## src/rtl/video_timing_pkg.sv

```systemverilog
// video_timing_pkg: horizontal slot constants, RAM widths and the CPU access state type
package video_timing_pkg;
  localparam int AW_DEF = 10;
  localparam int DW_DEF = 8;
  localparam logic [3:0] P_VID_DEF = 4'd0;
  localparam logic [3:0] P_CPU_DEF = 4'd8;
  localparam int CPU_LEN_DEF = 4;
  localparam int MAX_WAIT_DEF = 31;
  typedef enum logic [1:0] {IDLE, ISSUE, WAIT, CAPTURE} cpu_state_t;
endpackage

```

## src/rtl/vram_slot_decode.sv

```systemverilog
// vram_slot_decode: maps the 16-clock character phase and vblank onto video/CPU slot qualifiers
module vram_slot_decode
  import video_timing_pkg::*;
#(
  parameter logic [3:0] P_VID = P_VID_DEF,
  parameter logic [3:0] P_CPU = P_CPU_DEF,
  parameter int CPU_LEN = CPU_LEN_DEF
) (
  input  logic [3:0] hphase,
  input  logic       vblank,
  output logic       vid_slot,
  output logic       cpu_slot_ok
);
  logic [3:0] off;
  always_comb begin
    off = hphase - P_CPU;
    vid_slot = (hphase == P_VID) && !vblank;
    cpu_slot_ok = vblank || ({1'b0, off} < 5'(CPU_LEN));
  end
endmodule

```

## src/rtl/vram_slot_arbiter.sv

```systemverilog
// vram_slot_arbiter: time-slot sharing of the playfield RAM between video fetch and CPU req/ack
module vram_slot_arbiter
  import video_timing_pkg::*;
#(
  parameter int AW = AW_DEF,
  parameter int DW = DW_DEF,
  parameter logic [3:0] P_VID = P_VID_DEF,
  parameter logic [3:0] P_CPU = P_CPU_DEF,
  parameter int CPU_LEN = CPU_LEN_DEF,
  parameter int MAX_WAIT = MAX_WAIT_DEF
) (
  input  logic          clk_12mhz,
  input  logic          reset,
  input  logic [3:0]    hphase,
  input  logic          vblank,
  input  logic [AW-1:0] vid_addr,
  output logic [DW-1:0] vid_data,
  output logic          vid_valid,
  input  logic          cpu_req,
  input  logic          cpu_we,
  input  logic [AW-1:0] cpu_addr,
  input  logic [DW-1:0] cpu_wdata,
  output logic [DW-1:0] cpu_rdata,
  output logic          cpu_ack,
  output logic          cpu_wait,
  output logic          cpu_overrun,
  output logic [AW-1:0] ram_addr,
  output logic          ram_we,
  output logic [DW-1:0] ram_wdata,
  input  logic [DW-1:0] ram_rdata
);
  localparam logic [3:0] VID_OFF = P_VID - P_CPU;
  if (CPU_LEN > 16 || (CPU_LEN > 0 && int'(VID_OFF) < CPU_LEN)) begin : g_bad_window
    $error("CPU window overlaps the video slot");
  end
  cpu_state_t state, state_nxt;
  logic vid_slot, cpu_slot_ok, grant, vid_p1, vid_p2, op_we;
  logic [4:0] wait_cnt, wait_nxt;
  vram_slot_decode #(.P_VID(P_VID), .P_CPU(P_CPU), .CPU_LEN(CPU_LEN)) u_decode (
    .hphase(hphase),
    .vblank(vblank),
    .vid_slot(vid_slot),
    .cpu_slot_ok(cpu_slot_ok)
  );
  always_comb begin
    grant = (state == IDLE) && cpu_req && !cpu_ack && !vid_slot && cpu_slot_ok;
    state_nxt = state == IDLE ? (grant ? ISSUE : IDLE)
              : state == ISSUE ? WAIT
              : state == WAIT ? CAPTURE : IDLE;
    cpu_wait = cpu_req && !cpu_ack;
    wait_nxt = !cpu_wait ? 5'd0 : (wait_cnt == 5'd31 ? wait_cnt : wait_cnt + 5'd1);
  end
  // video stages run on their own so a vblank rising mid-fetch still delivers the data
  always_ff @(posedge clk_12mhz or posedge reset) begin
    if (reset) begin
      state <= IDLE;
      vid_p1 <= 1'b0;
      vid_p2 <= 1'b0;
      vid_valid <= 1'b0;
      vid_data <= '0;
      ram_addr <= '0;
      ram_we <= 1'b0;
      ram_wdata <= '0;
      op_we <= 1'b0;
      cpu_ack <= 1'b0;
      cpu_rdata <= '0;
      wait_cnt <= '0;
      cpu_overrun <= 1'b0;
    end else begin
      state <= state_nxt;
      vid_p1 <= vid_slot;
      vid_p2 <= vid_p1;
      vid_valid <= vid_p2;
      if (vid_p2) vid_data <= ram_rdata;
      ram_we <= grant && cpu_we;
      if (vid_slot) ram_addr <= vid_addr;
      else if (grant) begin
        ram_addr <= cpu_addr;
        ram_wdata <= cpu_wdata;
        op_we <= cpu_we;
      end
      cpu_ack <= state == WAIT;
      if (state == WAIT && !op_we) cpu_rdata <= ram_rdata;
      wait_cnt <= wait_nxt;
      cpu_overrun <= cpu_overrun || (wait_nxt >= 5'(MAX_WAIT));
    end
  end
endmodule

```

## config.mk

```make
export PLATFORM = sky130hd
export DESIGN_NAME = vram_slot_arbiter
export DESIGN_NICKNAME = d
export VERILOG_FILES = /design/src/rtl/video_timing_pkg.sv /design/src/rtl/vram_slot_decode.sv /design/src/rtl/vram_slot_arbiter.sv
export SDC_FILE = /design/constraint.sdc
export NUM_CORES = 1
export LEC_CHECK = 0
export ABC_AREA = 1
export BUFFER_PORTS_ARGS = -buffer_cell sky130_fd_sc_hd__buf_2
export CAP_MARGIN = 30
export CORE_MARGIN = 2
export CORE_UTILIZATION = 30
export CTS_BUF_LIST = sky130_fd_sc_hd__clkbuf_2
export DETAILED_ROUTE_END_ITERATION = 7
export PLACE_DENSITY = 0.64
export SLEW_MARGIN = 25
export SYNTH_ARGS = -nofsm -noshare
export SYNTH_HDL_FRONTEND = slang
export SYNTH_SLANG_ARGS = --single-unit
```

## constraint.sdc

```tcl
create_clock -name clk_12mhz -period 1.6 [get_ports clk_12mhz]
set_input_delay 0.24 -clock clk_12mhz [delete_from_list [all_inputs] [get_ports clk_12mhz]]
set_output_delay 0.24 -clock clk_12mhz [all_outputs]
set_load 0.02 [all_outputs]
```

==> reports/metrics.cfg <==
[run_status]
status = completed

[placement]
globalplace.congestion = 0.702
io_buffers = 83
dpl.hpwl_um = 3190
place_ws_ns = 0.141

[yosys]
ys_types = 22
synth.area.top_cells = dfrtp_1, nand2_1, inv_1, nand3_1, o21ai_1
synth_nets = 279
netlist.area_leader.share_pct = 58.4
synth.ff_latch_count = 48
synth_cells = 231
synth-seq-area-share_pct = 58.4
syn_area_mm2 = 0.00206
avgSynthCellArea_um2 = 8.91
ys_warn_count = 0
yosysTopAreaCell = dfrtp_1

[setup_path]
crit_fanout = 4
worst_setup_path_end_kind = primary output
cpPeakStageDelay_ns = 0.50
start_kind = register
worst_ep_arrival_time_ns = 1.23
worstPathCellList = nor2_4 > buf_2
slowest_stage = dfrtp_2
regToRegSetupSlack_ns = 0.13
required_ns = 1.36
crit_type = reg -> out

[timing]
clock_skew_ns = 0.0178
fmax_ghz = 0.679
timing.final.crit_period_ns = 1.47
tns_ns = 0
fin_ws_ns = 0.126
finalMaxSlewViolations = 0
hold_viol = 0
worstMarginPinSlew_ns = 0.519
relSlewSlack_pct = 65.4
rsz0062_at_grt = no
setup_viol_count_final = 0
fin_crit_sh_pct = 92.1

[cts]
root_buffer = clkbuf_2
cts_tree = yes
cts_made_buffers = 5
path_clk_slew_ns = 0.23
htree_levels = 2
cts.sinks = 48
clk_latency_ns = 0.40
clock_path_buffers = 2
cts_setup_buffers = 0

[global_routing]
grt_use_met1_pct = 15.6
grt_util_met2_pct = 18.9
grt_max_degree = 33
grt.overflow.total = 0
grt_pass1_vias = 1658
grt_use_total_pct = 12.1
grt_pass1_wl_um = 7230
antenna_found_initial = 0
top_usage_layer = met2
use_met3_pct = 4.00

[finish]
multi_input_area_um2 = 682
drive_gt1_share_pct = 31.0
areaGrowthSynthToFinish_pct = 32.4
diodes = 0
n_fill_cell = 667
regArea_mm2 = 0.00120
final_nets = 372

[route]
dr.pass1.iters = 6
antenna_left = 0
drtIter0Drc = 88
num_vias = 1786
vias_per_cell = 4.43
drc = 0
avgRoutedWirePerCell_um = 10.9
drt_wl_total_um = 4410

[power_and_ir_drop]
leakage_nw = 1.52
p_per_area_mw_per_mm2 = 1530
ir_drop_uv = 744

[floorplan]
die_w_um = 86.8
fp.dieH_um = 86.8
io_pins = 84
core_mm2 = 0.00672
start_util_pct = 30.6
rows = 30
dieArea_mm2 = 0.00754

[hold_path]
hold_class = in -> reg

[flow_run]
maxCapViolCount = 0

==> placed cells by master, fill, tap and decap left out, drive strengths merged, types with 2 or more instances in the layout <==
master / count
buf: 86
dfrtp: 48
nand2: 46
inv: 36
o21ai: 31
nand3: 24
nor2: 18
a21oi: 11
dlygate4sd3: 10
clkbuf: 5
ha: 3
nand4: 2
==> power breakdown <==
group | internal [mW] | leakage [nW] | total, mW | switching (mW)
logic | 0.597 | 0.894 | 1.70 | 1.10
clock network | 0.248 | 0.0349 | 0.604 | 0.356
registers | 1.63 | 0.586 | 1.87 | 0.238
==> Yosys cell counts <==
| cell type | n |
|---|---|
| dfrtp_1 | 48 |
| nand2_1 | 45 |
| inv_1 | 35 |
| nand3_1 | 24 |
| nor2_1 | 16 |
| o21ai_1 | 16 |
| o21ai_0 | 14 |
| a21oi_1 | 10 |
| buf_2 | 6 |
| ha_1 | 3 |
| clkbuf_1 | 2 |
| nand4_1 | 2 |
| a21oi_2 | 1 |
| buf_6 | 1 |
| clkbuf_2 | 1 |
| inv_2 | 1 |
| nand2_4 | 1 |
| nor2_2 | 1 |
| nor2_4 | 1 |
| o21ai_4 | 1 |
| or2_1 | 1 |
| xnor2_1 | 1 |
==> what timing repair did <==
action                     CTS  global route
gates resized for setup      0             3
hold buffers                 1             9
hold endpoints to repair    22             9
setup endpoints to repair    0             5
==> worst max-delay path, delay by kind of cell, from the launching register on <==
| family | cells | cell delay (ns) |
|---|---|---|
| flops | 1 | 0.50 |
| buf+inv | 1 | 0.18 |
| simple gates | 1 | 0.15 |
==> per-stage QoR <==
stage               instances  area [um2]  hold slack [ns]  power (mW)  util, %
finish                    403        2730           0.0383        4.18     40.6
global placement          387        2550            0.306        3.53     38.0
detailed placement        387        2550            0.316        3.58     38.0
floorplan                 231        2060            0.331        2.98        -
global route              403        2730          0.00341        4.50     40.6
CTS                       394        2620           0.0116        4.20     39.0
==> layout make-up <==
cell class,instances,area share [%]
Clock inverter,1,1.10
Multi-Input combinational cell,137,25.0
Tap cell,80,3.67
Timing Repair Buffer,96,20.2
Sequential cell,48,44.1
Clock buffer,5,0.918
Inverter,36,4.96
==> state kept, by name, summed over array words and instances (netlist names), 2 cells and up <==
register and count:
ram_addr 10, cpu_rdata 8, ram_wdata 8, vid_data 8, wait_cnt 5, state 2
==> logic make-up (layout without fill, tap and decap cells) <==
kind of cell | count (synthesis) | after routing | share of synthesized area [%]
and+or+nand+nor | 91 | 91 | 19.3
DFF | 48 | 48 | 58.4
buffers and inverters | 46 | 138 | 9.18
AOI/OAI and AO/OA | 42 | 42 | 10.9
adders and majority gates | 3 | 3 | 1.82
xor gates and xnor gates | 1 | 1 | 0.426
==> final timing paths <==
check | depth (start not counted) | startpoint | end
worst max register to register | 8 | state[0] | ram_addr[8]
worst min-delay path | 3 | cpu_wdata[0] | ram_wdata[0]
min in group asynchronous | 3 | reset | ram_wdata[6]
worst min register to register | 0 | vid_p1 | vid_p2
max in group asynchronous | 4 | reset | vid_p2
worst max-delay path | 2 | cpu_ack | cpu_wait
==> routing by layer <==
metal	up-vias	part of all wire, %
met1	805	47
met2	64	45
met5	-	0
met3	9	6.5
met4	0	1.6
li1	908	-
Power figures use the tool's default switching activity.
